**src/rtl/pause_sequencer_pkg.sv**
```systemverilog
// rtl/pause_sequencer_pkg.sv - shared types and option bit positions for the pause sequencer
package pause_pkg;

  typedef enum logic [1:0] {
    RUN    = 2'd0,
    ENTER  = 2'd1,
    PAUSED = 2'd2,
    EXIT   = 2'd3
  } pause_state_t;

  localparam int OPT_PAUSE_OSD = 0;
  localparam int OPT_DIM       = 1;

endpackage

```
**src/rtl/pause_sequencer_if.sv**
```systemverilog
// rtl/pause_sequencer_if.sv - video timing, pause sources and pause/grant outputs bundle
interface pause_sequencer_if #(
  parameter int NREQ = 2
);
  logic            vblank;
  logic            user_button;
  logic            osd_status;
  logic [1:0]      options;
  logic [NREQ-1:0] req;
  logic [NREQ-1:0] gnt;
  logic            pause_cpu;
  logic            paused_stable;
  logic            dim_video;

  // Stimulus/core side: drives sources, observes pause state.
  modport master (
    output vblank, user_button, osd_status, options, req,
    input  gnt, pause_cpu, paused_stable, dim_video
  );

  // Sequencer side.
  modport slave (
    input  vblank, user_button, osd_status, options, req,
    output gnt, pause_cpu, paused_stable, dim_video
  );
endinterface

```
**src/rtl/pause_req_arbiter.sv**
```systemverilog
// rtl/pause_req_arbiter.sv - fixed-priority, non-preemptive ownership grant for pause requesters
module pause_req_arbiter #(
  parameter int NREQ = 2
) (
  input  logic            clk_sys,
  input  logic            reset,
  input  logic            enable,
  input  logic [NREQ-1:0] req,
  output logic [NREQ-1:0] gnt
);

  logic [NREQ-1:0] pick;

  // Lowest-index asserted request is the candidate owner.
  always_comb begin
    pick = '0;
    for (int i = NREQ - 1; i >= 0; i--) begin
      if (req[i]) begin
        pick    = '0;
        pick[i] = 1'b1;
      end
    end
  end

  // Hold the owner until its request drops; an idle cycle always separates owners.
  always_ff @(posedge clk_sys) begin
    if (reset || !enable) begin
      gnt <= '0;
    end else if (gnt != '0) begin
      if ((gnt & req) == '0) begin
        gnt <= '0;
      end
    end else begin
      gnt <= pick;
    end
  end

endmodule

```
**src/rtl/pause_sequencer.sv**
```systemverilog
// rtl/pause_sequencer.sv - vblank-aligned pause FSM with requester grants and burn-in dim timer
module pause_sequencer
  import pause_pkg::*;
#(
  parameter int          NREQ      = 2,
  parameter int          CLKSPD    = 12,
  parameter logic [31:0] DIM_TICKS = 32'(CLKSPD * 10000000)
) (
  input  logic                    clk_sys,
  input  logic                    reset,
  pause_sequencer_if.slave        bus
);

  pause_state_t state;
  pause_state_t state_next;
  logic         vblank_q;
  logic         btn_q;
  logic         toggle;
  logic         demand;
  logic         vb_rise;
  logic [31:0]  dim_cnt;
  logic [31:0]  dim_cnt_next;

  assign demand  = (|bus.req) | toggle | (bus.osd_status & bus.options[OPT_PAUSE_OSD]);
  assign vb_rise = bus.vblank & ~vblank_q;

  // Edge history for vblank and the button; button edge flips the user toggle.
  always_ff @(posedge clk_sys) begin
    if (reset) begin
      vblank_q <= 1'b0;
      btn_q    <= bus.user_button;
      toggle   <= 1'b0;
    end else begin
      vblank_q <= bus.vblank;
      btn_q    <= bus.user_button;
      if (bus.user_button && !btn_q) begin
        toggle <= ~toggle;
      end
    end
  end

  // State register.
  always_ff @(posedge clk_sys) begin
    if (reset) begin
      state <= RUN;
    end else begin
      state <= state_next;
    end
  end

  // Transitions into and out of pause only on a vblank rising edge.
  always_comb begin
    state_next = state;
    unique case (state)
      RUN:    if (demand) state_next = ENTER;
      ENTER:  if (!demand) state_next = RUN;
              else if (vb_rise) state_next = PAUSED;
      PAUSED: if (!demand) state_next = EXIT;
      EXIT:   if (demand) state_next = PAUSED;
              else if (vb_rise) state_next = RUN;
      default: state_next = RUN;
    endcase
  end

  // Pause outputs decode straight from the state register.
  always_comb begin
    bus.pause_cpu     = (state == PAUSED) || (state == EXIT);
    bus.paused_stable = (state == PAUSED);
  end

  // Dim counter: counts while paused, holds in EXIT, clears otherwise or when disabled.
  always_comb begin
    dim_cnt_next = dim_cnt;
    if (!bus.options[OPT_DIM] || state == RUN || state == ENTER) begin
      dim_cnt_next = '0;
    end else if (state == PAUSED && dim_cnt != DIM_TICKS) begin
      dim_cnt_next = dim_cnt + 32'd1;
    end
  end

  // Counter and registered dim flag, flag tracks the value being loaded.
  always_ff @(posedge clk_sys) begin
    if (reset) begin
      dim_cnt       <= '0;
      bus.dim_video <= 1'b0;
    end else begin
      dim_cnt       <= dim_cnt_next;
      bus.dim_video <= (dim_cnt_next == DIM_TICKS);
    end
  end

  pause_req_arbiter #(
    .NREQ(NREQ)
  ) u_arbiter (
    .clk_sys (clk_sys),
    .reset   (reset),
    .enable  (state == PAUSED),
    .req     (bus.req),
    .gnt     (bus.gnt)
  );

endmodule
```
**src/flat_wrapper.sv**
```systemverilog
// flat-port wrapper written by rule: the top's interface ports become plain ports
module pause_sequencer_flat import pause_pkg::*;
#(
  parameter int          NREQ      = 2,
  parameter int          CLKSPD    = 12,
  parameter logic [31:0] DIM_TICKS = 32'(CLKSPD * 10000000)
)
  (clk_sys, reset, bus_vblank, bus_user_button, bus_osd_status, bus_options, bus_req, bus_gnt, bus_pause_cpu, bus_paused_stable, bus_dim_video);
  pause_sequencer_if #(.NREQ(NREQ)) bus_i ();
  input  logic clk_sys;
  input  logic reset;
  input wire logic [$bits(bus_i.vblank)-1:0] bus_vblank;
  input wire logic [$bits(bus_i.user_button)-1:0] bus_user_button;
  input wire logic [$bits(bus_i.osd_status)-1:0] bus_osd_status;
  input wire logic [$bits(bus_i.options)-1:0] bus_options;
  input wire logic [$bits(bus_i.req)-1:0] bus_req;
  output wire logic [$bits(bus_i.gnt)-1:0] bus_gnt;
  output wire logic [$bits(bus_i.pause_cpu)-1:0] bus_pause_cpu;
  output wire logic [$bits(bus_i.paused_stable)-1:0] bus_paused_stable;
  output wire logic [$bits(bus_i.dim_video)-1:0] bus_dim_video;
  assign bus_i.vblank = bus_vblank;
  assign bus_i.user_button = bus_user_button;
  assign bus_i.osd_status = bus_osd_status;
  assign bus_i.options = bus_options;
  assign bus_i.req = bus_req;
  assign bus_gnt = bus_i.gnt;
  assign bus_pause_cpu = bus_i.pause_cpu;
  assign bus_paused_stable = bus_i.paused_stable;
  assign bus_dim_video = bus_i.dim_video;
  pause_sequencer #(.NREQ(NREQ), .CLKSPD(CLKSPD), .DIM_TICKS(DIM_TICKS)) u_core (.clk_sys(clk_sys), .reset(reset), .bus(bus_i));
endmodule
```
**config.mk**
```make
export PLATFORM = sky130hd
export DESIGN_NAME = pause_sequencer_flat
export DESIGN_NICKNAME = d
export VERILOG_FILES = /design/src/rtl/pause_sequencer_pkg.sv /design/src/rtl/pause_sequencer_if.sv /design/src/rtl/pause_req_arbiter.sv /design/src/rtl/pause_sequencer.sv /design/src/flat_wrapper.sv
export SDC_FILE = /design/constraint.sdc
export NUM_CORES = 1
export LEC_CHECK = 0
export CAP_MARGIN = 5
export CORE_UTILIZATION = 40
export CTS_CLUSTER_DIAMETER = 50
export DETAILED_ROUTE_END_ITERATION = 16
export HOLD_SLACK_MARGIN = 0.03
export PLACE_DENSITY = 0.69
export SYNTH_ARGS = -nofsm -noshare
export SYNTH_HDL_FRONTEND = slang
export SYNTH_SLANG_ARGS = --single-unit
```
**constraint.sdc**
```tcl
create_clock -name clk_sys -period 2 [get_ports clk_sys]
set_input_delay 0.4 -clock clk_sys [delete_from_list [all_inputs] [get_ports clk_sys]]
set_output_delay 0.4 -clock clk_sys [all_outputs]
set_load 0.05 [all_outputs]
```
==> metrics.md, run 1 <==
| Metric | Value |
|---|---|
| Number of buffers and inverters on the critical path | `2` |
| Required time at the endpoint of the critical path | `approximately 2.2 ns` |
| CP Cell Sequence | `nor4b_2 -> nand4b_1 -> o31ai_4 -> buf_4 -> buf_6 -> nor2_2 -> xnor2_1 -> o22ai_1 -> nor4_2` |
| TritonCTS Buffers | `5` |
| Starting utilization of the core area | `0.421` |
| Critical Path Max Stage Delay | `0.36 ns` |
| Routability-driven placement congestion ratio | `0.931` |
| Global-route met1 utilization | `0.294` |
| PnR worst setup slack | `-0.187 ns` |
| Maximum fanout count along the critical path | `4` |
| WL final | `6.42 mm` |
| Gr usage total | `0.241` |
| Via count of the first global-routing pass | `2,118` |
| Root buf cell | `clkbuf_8` |
| Setup slack of the worst register-to-register path | `-0.19 ns` |
| Total Power Consumption | `1.48 mW` |
| Share of power burned in combinational logic | `0.068` |
| DR DRC count | `0` |
| #FFs+latches synth | `40` |
| Area of the die | `about 5700 um^2` |
| I/O pin cnt | `14` |
| Total power divided by cell area | `459 nW/um^2` |
| Number of max-capacitance violations reported | `0` |
| FFs w/ async S/R, synth | `0` |
| Number of hold buffers added after CTS | `0` |
| Setup Total Neg Slack | `-0.187 ns` |
| Area growth from synthesis to final layout | `48.5%` |
| Slowest cell on the critical path | `dfxtp_1` |
| Family of cells with the greatest summed delay on the critical path | `simple AND/OR/NAND/NOR gates` |
| Internal Dissipation | `1.13 mW` |
| Portion of total power attributed to the clock network | `0.390` |
| Leading register cell type out of synthesis | `dfxtp_1` |
| Met2 routing resource usage after global routing | `0.402` |
| Net count after synthesis | `261` |
| Total iterations of the first detailed-routing run | `5` |
| Clock insertion delay at the later pin of the skew report | `0.31 ns` |
| Violated checks | `setup timing` |
| Initial antenna violation count | `0` |
| Routed vias/inst | `about 5.4` |
| Overall die height | `between 70 and 80 um` |
| GRT Residual Overflow | `0` |
| Cell count of the worst reg-to-reg path | `9` |
| Highest ir drop seen on vdd | `approximately 500 uV` |
| Layout cells sized above 1 | `0.422` |
| Post-synthesis sequential area ratio | `0.368` |
| CTS tree | `yes` |
| Gr busiest metal | `met2` |
| F_max | `about 460 MHz` |
| Hold Path Depth | `1` |
| Cell variety after synth | `52` |
| Met3 Track Usage GR | `0.0595` |
| Transition time at the pin with the least slew margin | `0.497 ns` |
| Post-Synthesis Cell Area | `~2200 um^2` |
| Std cell rows | `26` |
| Type of element capturing the critical path | `register` |
| Via count | `between 2,000 and 2,500` |
| Final antenna diode count | `0` |
| Clock-pin slew of the registers on the worst-case setup and hold paths | `0.09 ns` |
| Min Tclk post-route | `2.19 ns` |
| Setup clock skew after layout | `~0.0088 ns` |
| Detailed-route wire length per cell | `15.6 um` |
| Category of the most critical setup path | `register to register` |
| Switching portion of total power | `0.242` |
| Count of filler cells inserted in the layout | `405` |
| Area of the core region | `5170 um^2` |
| Sequential fraction of design power | `0.542` |
| Maximum level of the CTS H-tree | `2` |
| Setup-failing EPs final | `1` |
| Synthesized area divided by synthesized cell count | `8.70 um^2` |
| Hold Violations, Final | `0` |
| Beginning of the worst hold path | `u_core.u_arbiter.gnt[1]$_SDFFE_PP0P_` |
| Outcome | `complete, but fails checks` |
| DP Wirelength | `4.44 mm` |
| RSZ-0062 raised after global routing | `true` |
| Synthesis warning total | `0` |
| NumNets Final | `351` |
| Reg2reg start | `u_core.dim_cnt[14]$_SDFF_PP0_` |
| Critical path startpoint category | `register` |
| Worst slew slack as a fraction of its limit | `0.667` |
| Pins over their slew limit | `0` |
| Number of routed nets with antenna violations | `0` |
| Hold WC Path Type | `register to register` |
| Cell types with the largest area share after synthesis | `dfxtp_1 37%, nor2_1 7.2%, xnor2_1 7.2%, xor2_1 6.0%, nand2_1 3.6%` |
| Fraction of post-synthesis cell area in the top cell type by area | `0.368` |
| Cell type with the largest total area after synthesis | `dfxtp_1` |
| End point of the worst hold path | `u_core.u_arbiter.gnt[0]$_SDFFE_PP0P_` |
| First-pass GRT wire length | `10.0 mm` |
| Switching pwr | `0.360 mW` |
| Pin count of the biggest net entering global routing | `29` |
| Number of buffers inserted by port buffering | `13` |
| Sink Count | `40` |
| Number of synthesized flops with an enable pin | `0` |
| Max Root-Sink Buffers | `2` |
| Synthesized netlist cell count | `between 200 and 300` |
| Critical path arrival | `2.41 ns` |
| Final clock period utilization by the worst path | `1.09` |
| Starting DRT DRC Count | `around 120` |
| Die Span X | `75.8 um` |
| Reg2reg end | `u_core.bus.dim_video$_SDFF_PP0_` |
| Leakage | `1.29 nW` |
==> area by class of cell <==
| type | count | area, um^2 | share of cell area |
|---|---|---|---|
| Clock buffer | 6 | 82.6 | 0.0256 |
| Multi-Input combinational cell | 194 | 1460 | 0.450 |
| Inverter | 6 | 25.0 | 0.00774 |
| Timing Repair Buffer | 93 | 746 | 0.231 |
| Sequential cell | 40 | 826 | 0.256 |
| Tap cell | 70 | 87.6 | 0.0271 |
| Clock inverter | 2 | 10.0 | 0.00310 |
==> power by group through the flow <==
stage	Clock, mW	Sequential [mW]	Combinational, mW
2_1_floorplan	0	0.829	0.0471
3_3_place_gp	0	0.827	0.0951
3_5_place_dp	0	0.828	0.0969
4_1_cts	0.586	0.806	0.0974
5_1_grt	0.621	0.806	0.110
6_report	0.579	0.805	0.101
==> cells in the mapped netlist (2+ instances only) <==
cell type,number
a21oi_1,4
nor4_4,2
dfxtp_1,40
nor4b_1,3
a2111oi_0,2
nor3b_1,3
nor4_1,4
a211o_1,2
nand4_1,9
o31a_1,2
inv_1,5
nand4b_1,2
o21ai_1,2
and3_2,3
o21ai_0,2
ha_1,2
nand4_2,2
nor2b_1,3
o2111ai_1,2
clkbuf_1,6
xor2_1,15
nand2_1,21
nor4_2,2
and4_1,3
nand3_1,9
nor3_1,9
xnor2_1,18
and3_1,8
nor2_1,42
==> per-layer routing <==
metal	share of wire	vias up	wire length, um
li1	-	1063	-
met2	0.50	55	3180
met4	0.032	0	203
met1	0.44	1063	2800
met3	0.036	19	231
met5	0	-	0
==> sequential cells by signal, summed over array words and instances, names as in the netlist, named ones only <==
| signal | count |
|---|---|
| u_core.state | 1 |
| u_core.btn_q | 1 |
| u_core.u_arbiter.gnt | 2 |
| u_core.dim_cnt | 32 |
| u_core.bus.dim_video | 1 |
| u_core.toggle | 1 |
| u_core.vblank_q | 1 |
==> worst max-delay path by stage <==
stage | start | end | slack (ns) | cells past startpoint
finish | u_core.dim_cnt[14]$_SDFF_PP0_ | u_core.bus.dim_video$_SDFF_PP0_ | -0.19 | 9
global route | u_core.dim_cnt[14]$_SDFF_PP0_ | u_core.bus.dim_video$_SDFF_PP0_ | -0.27 | 9
CTS | u_core.dim_cnt[1]$_SDFF_PP0_ | u_core.bus.dim_video$_SDFF_PP0_ | -0.09 | 8
detailed placement | bus_options[1] | u_core.bus.dim_video$_SDFF_PP0_ | -0.22 | 7
global placement | bus_options[1] | u_core.bus.dim_video$_SDFF_PP0_ | -0.22 | 7
floorplan | register | u_core.bus.dim_video$_SDFF_PP0_ | 0.04 | 8
==> what timing repair did <==
item                       4_1_cts  5_1_grt
setup endpoints to repair        1        5
pin swaps                       10       17
buffers inserted                 3        9
gates resized for setup         25       17
==> cells by family (layout without fill, tap and decap cells) <==
logic type,count (synthesis),after routing,share of synthesized area
simple gates,135,135,0.364
flops,40,40,0.368
xor+xnor,34,34,0.140
compound gates,22,22,0.0736
buf+inv,16,107,0.0379
fa+ha+maj,2,2,0.0115
mux,1,1,0.00460
==> through the flow <==
step | instances | hold WS, ns | utilization | cell area [um^2] | worst slack, ns
after floorplan | 250 | 0.428 | - | 2210 | 0.0364
after global placement | 391 | 0.495 | 0.558 | 2890 | -0.220
after detailed placement | 391 | 0.499 | 0.558 | 2890 | -0.219
after CTS | 402 | 0.509 | 0.597 | 3090 | -0.0902
after global routing | 411 | 0.546 | 0.625 | 3230 | -0.266
final | 411 | 0.511 | 0.625 | 3230 | -0.187
==> layout by cell type, fill, tap and decap left out, drive strengths merged, types with 2 or more instances in the layout <==
master         instances
and3                  11
and4                   4
nand2                 21
nor2                  43
xor2                  16
nor2b                  3
a21oi                  4
buf                   82
nand4                 12
xnor2                 18
o2111ai                2
dfxtp                 40
a211o                  2
clkbuf                 6
ha                     2
inv                    6
nor3b                  3
and2                   2
nor3                   9
nor4b                  3
o21ai                  4
nor4                   8
clkdlybuf4s50         11
a2111oi                2
o31a                   2
nand3                 10
nand2b                 2
clkinv                 2
nand4b                 2
Note: power is estimated with default switching activity, not from simulation.
==> inputs of run 2 (changes only) <==
CELL_PAD_IN_SITES_DETAIL_PLACEMENT = 2   (was default)
CELL_PAD_IN_SITES_GLOBAL_PLACEMENT = 2   (was default)
CORE_UTILIZATION = 34   (was 40)
CTS_BUF_LIST = sky130_fd_sc_hd__clkbuf_8   (was default)
PLACE_DENSITY = 0.86   (was 0.69)
SKIP_CTS_REPAIR_TIMING = 1   (was default)
==> metrics.md, run 2 (synthesis results as in run 1) <==
| Metric | Value |
|---|---|
| Outcome | `complete, but fails checks` |
| Violated checks | `setup timing` |
| Starting utilization of the core area | `0.359` |
| Setup-failing EPs final | `16` |
| Area growth from synthesis to final layout | `53.9%` |
| Cell seen most often among critical-path stages | `buf_4` |
| Setup clock skew after layout | `roughly 0.014 ns` |
| PnR worst setup slack | `-0.682 ns` |
| Slowest cell on the critical path | `nor4_1` |
| Final instance area | `3350 um^2` |
| Detailed-route wire length per cell | `30.4 um` |
| Placed cell area | `2940 um^2` |
| Maximum fanout count along the critical path | `2` |
| I/O pin cnt | `14` |
| Final clock period utilization by the worst path | `1.34` |
| Routed vias/inst | `6.11` |
| Placed Instances | `approximately 400` |
| Number of buffers and inverters on the critical path | `2` |
| Total iterations of the first detailed-routing run | `4` |
| Layout cells sized above 1 | `0.452` |
| Overall die height | `82.0 um` |
| First-pass GRT wire length | `15.0 mm` |
| Highest-count cells in the layout ignoring fill and taps | `80 x buf_4, 38 x nor2_1, 23 x dfxtp_1` |
| CTS tree | `yes` |
| Transition time at the pin with the least slew margin | `around 0.54 ns` |
| Type of element capturing the critical path | `register` |
| Registers with the highest flip-flop counts | `u_core.dim_cnt x32, u_core.u_arbiter.gnt x2` |
| WL final | `12.8 mm` |
| Number of routed nets with antenna violations | `0` |
| Worst setup slack after placement | `-0.536 ns` |
| Worst slew slack as a fraction of its limit | `0.628` |
| Highest ir drop seen on vdd | `341 uV` |
| Hold Violations, Final | `0` |
| CP Cell Sequence | `nor4_1 -> nand2_1 -> buf_4 -> nor3_4 -> buf_4 -> nor2_1 -> a22oi_1 -> nand4_1 -> nor4_2` |
| Clock insertion delay at the later pin of the skew report | `0.31 ns` |
| Std cell rows | `28` |
| Number of buffers inserted by port buffering | `13` |
| Category of the most critical setup path | `register to register` |
| Leakage | `1.36 nW` |
| Routability-driven placement congestion ratio | `0.843` |
| Number of max-capacitance violations reported | `0` |
| Flip-flop count of the largest register after layout | `32` |
| Hold WC Path Type | `input port to register` |
| DP Wirelength | `7.59 mm` |
| GRT Residual Overflow | `0` |
| TritonCTS Buffers | `5` |
| F_max | `373 MHz` |
| Final hold slack | `between 0.5 and 0.6 ns` |
| Clock-pin slew of the registers on the worst-case setup and hold paths | `0.10 ns` |
| Total power divided by cell area | `451 nW/um^2` |
| Area of the die | `6720 um^2` |
| Pins over their slew limit | `0` |
| Final standard cell utilization of the core | `0.552` |
| Maximum level of the CTS H-tree | `2` |
| Critical Path Max Stage Delay | `0.50 ns` |
| Critical path arrival | `2.90 ns` |
| Register bank with the most flops | `u_core.dim_cnt` |
| Min Tclk post-route | `2.68 ns` |
| Critical path startpoint category | `register` |
| Most common library cell in the layout ignoring fill and taps | `buf_4` |
| NumNets Final | `355` |
| RSZ-0062 raised after global routing | `true` |
| Required time at the endpoint of the critical path | `roughly 2.2 ns` |
| Area of the core region | `6060 um^2` |
| DR DRC count | `0` |
| Die Span X | `82.0 um` |
| Gr usage total | `0.323` |
| Max Root-Sink Buffers | `2` |
| Starting DRT DRC Count | `between 100 and 150` |
| Pin count of the biggest net entering global routing | `29` |
| Sink Count | `40` |
| Via count | `2,568` |
| Via count of the first global-routing pass | `around 2,600` |
| Final non-filler cell total | `420` |
| Initial antenna violation count | `0` |
| Root buf cell | `clkbuf_8` |
| Final antenna diode count | `0` |
| Family of cells with the greatest summed delay on the critical path | `simple AND/OR/NAND/NOR gates` |
-- run 2: worst register-to-register path, delay by kind of cell (launching register included) --
kind,cells,cell delay [ns]
simple gates,6,1.59
buf+inv,2,0.35
compound gates,1,0.31
flops,1,0.35
-- run 2: stage by stage --
| stage | power [mW] | TNS [ns] |
|---|---|---|
| 2_1_floorplan | 0.877 | 0 |
| 3_3_place_gp | 0.928 | -0.293 |
| 3_5_place_dp | 0.936 | -1.12 |
| 4_1_cts | 1.49 | -3.28 |
| 5_1_grt | 1.54 | -2.70 |
| 6_report | 1.51 | -2.11 |
-- run 2: power by group --
| part | total (mW) | switching, mW | internal, mW |
|---|---|---|---|
| logic | 0.122 | 0.0673 | 0.0552 |
| registers | 0.803 | 0.00804 | 0.795 |
| clock network | 0.584 | 0.344 | 0.240 |
-- run 2: worst paths after layout --
path,startpoint,to,slack [ns],cells past startpoint
hold / removal,bus_user_button,u_core.btn_q$_DFF_P_,0.57,1
hold reg to reg,u_core.u_arbiter.gnt[1]$_SDFFE_PP0P_,u_core.u_arbiter.gnt[0]$_SDFFE_PP0P_,0.58,1
setup / recovery,u_core.dim_cnt[29]$_SDFF_PP0_,u_core.bus.dim_video$_SDFF_PP0_,-0.68,9
setup reg to reg,u_core.dim_cnt[29]$_SDFF_PP0_,u_core.bus.dim_video$_SDFF_PP0_,-0.68,9
-- run 2: layout make-up --
| class | instances | area [um^2] |
|---|---|---|
| clock buffer | 5 | 68.8 |
| clock inverter | 3 | 16.3 |
| fill | 623 | 2710 |
| inverter | 6 | 25.0 |
| multi-input combinational | 194 | 1520 |
| sequential | 40 | 840 |
| tap | 75 | 93.8 |
| timing repair buffer | 97 | 787 |
-- run 2: routing by layer --
layer	wire (um)	up-vias	track usage
met3	731	74	0.0611
met4	886	0	0.140
met5	0	-	0
met2	6480	122	0.604
li1	-	1067	-
met1	4670	1305	0.349
